[src/rtl/fifo_pkg.sv]
// Shared definitions for the FIFO write-port arbiter.
//   arb_state_e : arbiter state (IDLE = no owner, BUSY = one owner)
//   clog2()     : constant-function ceiling log2 used for index/counter widths
package fifo_pkg;

  typedef enum logic {
    IDLE = 1'b0,
    BUSY = 1'b1
  } arb_state_e;

  // Smallest r with 2**r >= n. Returns 0 for n <= 1.
  function automatic int clog2(input int n);
    int r;
    r = 0;
    while ((1 << r) < n) r++;
    return r;
  endfunction

endpackage

[src/rtl/rr_pick.sv]
// Round-robin priority picker, purely combinational.
//   req   : request vector, bit i = requester i
//   ptr   : index with highest priority this round
//   idx   : first set req bit found scanning ptr, ptr+1, ... modulo NREQ
//   valid : at least one request is set (idx is 0 otherwise)
module rr_pick
  import fifo_pkg::*;
#(
  parameter int NREQ = 4,
  parameter int ID_W = clog2(NREQ)
) (
  input  logic [NREQ-1:0] req,
  input  logic [ID_W-1:0] ptr,
  output logic [ID_W-1:0] idx,
  output logic            valid
);

  logic [ID_W-1:0] cand;

  // NOTE: every variable written in an always_comb gets a default first, so
  // no path leaves it unassigned and no latch is inferred.
  always_comb begin
    idx   = '0;
    valid = 1'b0;
    cand  = '0;
    for (int i = 0; i < NREQ; i++) begin
      cand = ID_W'((int'(ptr) + i) % NREQ);
      if (!valid && req[cand]) begin
        valid = 1'b1;
        idx   = cand;
      end
    end
  end

endmodule

[src/rtl/fifo_wr_arb.sv]
// Round-robin write arbiter in front of a FIFO write port.
//   clk, rst : single clock, synchronous active-high reset
//   req, din : per-requester write request and flattened data
//              (din[i*DSIZE +: DSIZE] belongs to requester i)
//   ack      : beat of requester i accepted this cycle
//   gnt      : registered one-hot grant, zero when idle
//   gnt_id   : index of the current owner, zero when idle
//   wfull    : FIFO full flag
//   winc     : FIFO write enable
//   wdata    : FIFO write data
// One owner holds the port for up to BURST accepted beats, or until it drops
// its request. Every release passes through exactly one IDLE cycle, and the
// priority pointer moves just past the released owner.
module fifo_wr_arb
  import fifo_pkg::*;
#(
  parameter int DSIZE = 8,
  parameter int NREQ  = 4,
  parameter int BURST = 4
) (
  input  logic                     clk,
  input  logic                     rst,
  input  logic [NREQ-1:0]          req,
  input  logic [NREQ*DSIZE-1:0]    din,
  output logic [NREQ-1:0]          ack,
  output logic [NREQ-1:0]          gnt,
  output logic [clog2(NREQ)-1:0]   gnt_id,
  input  logic                     wfull,
  output logic                     winc,
  output logic [DSIZE-1:0]         wdata
);

  localparam int ID_W  = clog2(NREQ);
  localparam int CNT_W = clog2(BURST + 1);

  localparam logic [CNT_W-1:0] BURST_C = CNT_W'(BURST);
  localparam logic [ID_W-1:0]  LAST_ID = ID_W'(NREQ - 1);

  arb_state_e       state_q, state_d;
  logic [NREQ-1:0]  gnt_q, gnt_d;
  logic [ID_W-1:0]  gnt_id_q, gnt_id_d;
  logic [ID_W-1:0]  ptr, ptr_d;
  logic [CNT_W-1:0] count, count_d, count_inc;

  logic [ID_W-1:0]  pick_idx;
  logic             pick_valid;
  logic             own_req;
  logic [DSIZE-1:0] own_data;
  logic             beat;
  logic             busy;

  rr_pick #(
    .NREQ (NREQ),
    .ID_W (ID_W)
  ) u_pick (
    .req   (req),
    .ptr   (ptr),
    .idx   (pick_idx),
    .valid (pick_valid)
  );

  // Request bit and data slice of the current owner.
  always_comb begin
    own_req  = 1'b0;
    own_data = '0;
    for (int i = 0; i < NREQ; i++) begin
      if (gnt_id_q == ID_W'(i)) begin
        own_req  = req[i];
        own_data = din[i*DSIZE +: DSIZE];
      end
    end
  end

  // A beat is accepted only while an owner exists, still requests, and the
  // FIFO has room. rst gates it so a burst aborted by reset loses no data
  // silently: the reset cycle itself accepts nothing.
  assign busy      = (state_q == BUSY) && !rst;
  assign beat      = busy && own_req && !wfull;
  assign count_inc = count + 1'b1;

  assign winc   = beat;
  assign ack    = beat ? gnt_q : '0;
  assign wdata  = busy ? own_data : '0;
  assign gnt    = gnt_q;
  assign gnt_id = gnt_id_q;

  always_comb begin
    state_d  = state_q;
    gnt_d    = gnt_q;
    gnt_id_d = gnt_id_q;
    ptr_d    = ptr;
    count_d  = count;

    case (state_q)
      IDLE: begin
        // Requests arriving while busy are not looked at until here, so a
        // waiting requester never preempts the owner.
        if (pick_valid) begin
          state_d  = BUSY;
          gnt_d    = NREQ'(1) << pick_idx;
          gnt_id_d = pick_idx;
          count_d  = '0;
        end
      end

      BUSY: begin
        if (beat) count_d = count_inc;
        // Release on an abandoned request or on the last beat of the burst.
        // The pointer moves past the owner so it queues behind everyone else.
        if (!own_req || (beat && count_inc == BURST_C)) begin
          state_d  = IDLE;
          gnt_d    = '0;
          gnt_id_d = '0;
          ptr_d    = (gnt_id_q == LAST_ID) ? '0 : gnt_id_q + 1'b1;
        end
      end

      default: state_d = IDLE;
    endcase
  end

  // NOTE: sequential state is updated with non-blocking assignments only, so
  // every register samples the pre-edge values of all others.
  always_ff @(posedge clk) begin
    if (rst) begin
      state_q  <= IDLE;
      gnt_q    <= '0;
      gnt_id_q <= '0;
      ptr      <= '0;
      count    <= '0;
    end else begin
      state_q  <= state_d;
      gnt_q    <= gnt_d;
      gnt_id_q <= gnt_id_d;
      ptr      <= ptr_d;
      count    <= count_d;
    end
  end

endmodule

[config.mk]
export PLATFORM = sky130hd
export DESIGN_NAME = fifo_wr_arb
export DESIGN_NICKNAME = d
export VERILOG_FILES = /design/src/rtl/fifo_pkg.sv /design/src/rtl/rr_pick.sv /design/src/rtl/fifo_wr_arb.sv
export SDC_FILE = /design/constraint.sdc
export NUM_CORES = 1
export LEC_CHECK = 0
export CORE_ASPECT_RATIO = 1.25
export CORE_UTILIZATION = 42
export CTS_CLUSTER_DIAMETER = 30
export CTS_CLUSTER_SIZE = 28
export DETAILED_ROUTE_END_ITERATION = 8
export PLACE_DENSITY = 0.92
export SYNTH_ARGS = -nofsm -noshare
export SYNTH_HDL_FRONTEND = slang
export SYNTH_HIERARCHICAL = 1
export SYNTH_SLANG_ARGS = --single-unit
[constraint.sdc]
create_clock -name clk -period 5.3 [get_ports clk]
set_input_delay 0.53 -clock clk [delete_from_list [all_inputs] [get_ports clk]]
set_output_delay 0.53 -clock clk [all_outputs]
set_load 0.02 [all_outputs]
==> impl_metrics.env <==
export IMPL_io_buffers=57
export IMPL_vias=1331
export IMPL_p_sw_share_pct=33.0
export IMPL_layout_setup_ws_ns=1.88
export IMPL_place_area_mm2=0.00167
export IMPL_postSynthRegisterBits=12
export IMPL_cts_buffers=3
export IMPL_synth_distinct_cells=39
export IMPL_run_status="complete, no violations"
export IMPL_p_sw_mw=0.101
export IMPL_hold_class="register to register"
export IMPL_via_per_inst=5.76
export IMPL_max_slew_worst_pin_slew_ns=0.602
export IMPL_die_h_um=59.5
export IMPL_maxCapViolations=0
export IMPL_hold_violations=0
export IMPL_layout_commonest_cell="clkdlybuf4s50_1"
export IMPL_total_power_mw=0.305
export IMPL_crit_path_start_kind="register"
export IMPL_clockRootBuffer="clkbuf_4"
export IMPL_ioPinCount=58
export IMPL_grt_pass1_wl_um=5090
export IMPL_ant_nets=0
export IMPL_maxSlewViolCount=0
export IMPL_postCtsHoldBufs=0
export IMPL_drcViolationCount=0
export IMPL_synth_area_mm2=0.00111
export IMPL_fmax_mhz=293
export IMPL_grt_pass1_vias=1253
export IMPL_async_reset_ff_share_pct=0
export IMPL_antenna_found_initial=0
export IMPL_leakagePower_nw=0.601
export IMPL_p_clk_share_pct=24.4
export IMPL_cts_resized=0
export IMPL_grt_max_degree=20
export IMPL_path_class="register to output pin"
export IMPL_cts_setup_buffers=0
export IMPL_worstSkewPairLatency_ns=0.29
export IMPL_grt_usage_pct=24.9
export IMPL_fin_worst_skew_ns=0.0107
export IMPL_setup_viol=0
export IMPL_synth_edf_count=0
export IMPL_cp_arrival_ns=2.89
export IMPL_layout_common_cells="57 x clkdlybuf4s50_1, 22 x a21oi_1, 18 x nand2_1"
export IMPL_die_area_mm2=0.00286
export IMPL_cts_tree="yes"
export IMPL_required_ns=4.77
export IMPL_syn_avg_cell_area_um2=7.52
export IMPL_fin_area_mm2=0.00171
export IMPL_power_frac_seq_pct=33.2
export IMPL_die_w_um=48.0
export IMPL_ir_drop_mv=0.163
export IMPL_clockBufferDepth=2
export IMPL_dpl_hpwl_um=2580
export IMPL_syn_to_final_growth_pct=53.4
export IMPL_slew_headroom_pct=59.7
export IMPL_nets=244
export IMPL_drive_gt1_share_pct=6.57
export IMPL_dr_pass1_iters=4
export IMPL_power_density_mw_per_mm2=179
export IMPL_min_period_ns=3.42
export IMPL_synth_net_count=193
export IMPL_yosys_warnings=6
export IMPL_setup_tns_final_ns=0
export IMPL_internal_power_mw=0.205
export IMPL_drtIter0Drc=25
export IMPL_antenna_cells=0
export IMPL_dp_slack_ns=1.91
export IMPL_core_area_mm2=0.00248
export IMPL_synth_cells=148
export IMPL_critPathMaxFanout=18
export IMPL_wl_um=3470
export IMPL_wl_per_cell_um=15.0
export IMPL_gp_congestion=0.901
export IMPL_start_util_pct=44.9
export IMPL_htree_levels=1
export IMPL_grt_setup_unrepaired="false"
export IMPL_clock_sinks=12
export IMPL_ys_seq_area_share_pct=21.6
export IMPL_cts_clk_slew_worst_paths_ns=0.07
export IMPL_rows=20
export IMPL_grt_overflow_total=0
export IMPL_endpoint_kind="output pin"
export IMPL_ys_flop_type="dfxtp_1"
export IMPL_min_period_over_period_pct=64.5
export IMPL_power_frac_comb_pct=42.4
flip-flops by register name, indices dropped and copies added (netlist names):
signal / cells
count: 3
gnt_id: 2
gnt: 4
ptr: 2
state_q: 1
metal layers:
layer	wire length, um	GRT usage (%)	vias up
met4	157	15.9	0
li1	-	-	631
met2	1670	42.7	71
met3	286	7.01	17
met1	1360	24.9	612
met5	0	0	-
cell families after synthesis:
family                     share of synthesized area [%]
AOI/OAI and AO/OA                                   26.7
adders and majority gates                           6.75
buffers and inverters                               7.87
DFF                                                 21.6
muxes                                               5.06
and+or+nand+nor                                     32.1
worst max-delay path: stages, from the launching register on:
cell and delay [ns]:
dfxtp_1 0.36, inv_1 0.12, ha_1 0.54, a21oi_1 0.13, a211oi_1 0.32, o21a_1 0.37, and2_1 0.18, clkdlybuf4s50_1 0.59
path summary, 6_finish.rpt:
path                   from  endpoint  slack (ns)  depth (start not counted)
setup / recovery  gnt_id[0]    ack[2]        1.88                          7
setup reg to reg  gnt_id[0]  count[1]        2.98                          6
hold reg to reg    count[0]  count[0]        0.49                          1
hold / removal     count[0]  count[0]        0.49                          1
metrics by stage:
| stage | utilization (%) | hold WS [ns] | instances |
|---|---|---|---|
| after CTS | 68.9 | 0.493 | 231 |
| after floorplan | - | 0.444 | 148 |
| after global placement | 67.4 | 0.455 | 227 |
| after detailed placement | 67.4 | 0.484 | 227 |
| final | 68.9 | 0.486 | 231 |
| after global routing | 68.9 | 0.508 | 231 |
layout make-up:
| class | instances | area [um2] |
|---|---|---|
| Fill cell | 198 | 771 |
| Timing Repair Buffer | 57 | 571 |
| Tap cell | 33 | 41.3 |
| Sequential cell | 12 | 240 |
| Clock buffer | 4 | 36.3 |
| Multi-Input combinational cell | 116 | 785 |
| Inverter | 9 | 33.8 |
synth_stat cells, types with 2 or more instances:
cell type	count	share of area, %
a211oi_1	2	1.3
a21oi_1	22	9.9
a311oi_1	2	1.6
and2_1	5	2.8
buf_2	4	1.8
clkbuf_1	6	2.0
dfxtp_1	12	22
ha_1	6	6.7
inv_1	8	2.7
mux2i_1	3	2.7
nand2_1	18	6.1
nand2b_1	3	1.7
nand3_1	2	0.90
nand3b_1	15	10
nor2_1	3	1.0
nor2b_1	3	1.7
nor3b_1	2	1.3
o21ai_0	2	0.90
o22ai_1	9	5.1
or2_2	2	1.1
power by group through the flow:
stage               logic, mW  registers, mW  clock network (mW)
global placement        0.122          0.103                   0
finish                  0.129          0.101              0.0745
global route            0.139          0.102              0.0795
floorplan              0.0688          0.105                   0
detailed placement      0.126          0.103                   0
CTS                     0.128          0.101              0.0754
Power figures use the tool's default switching activity.
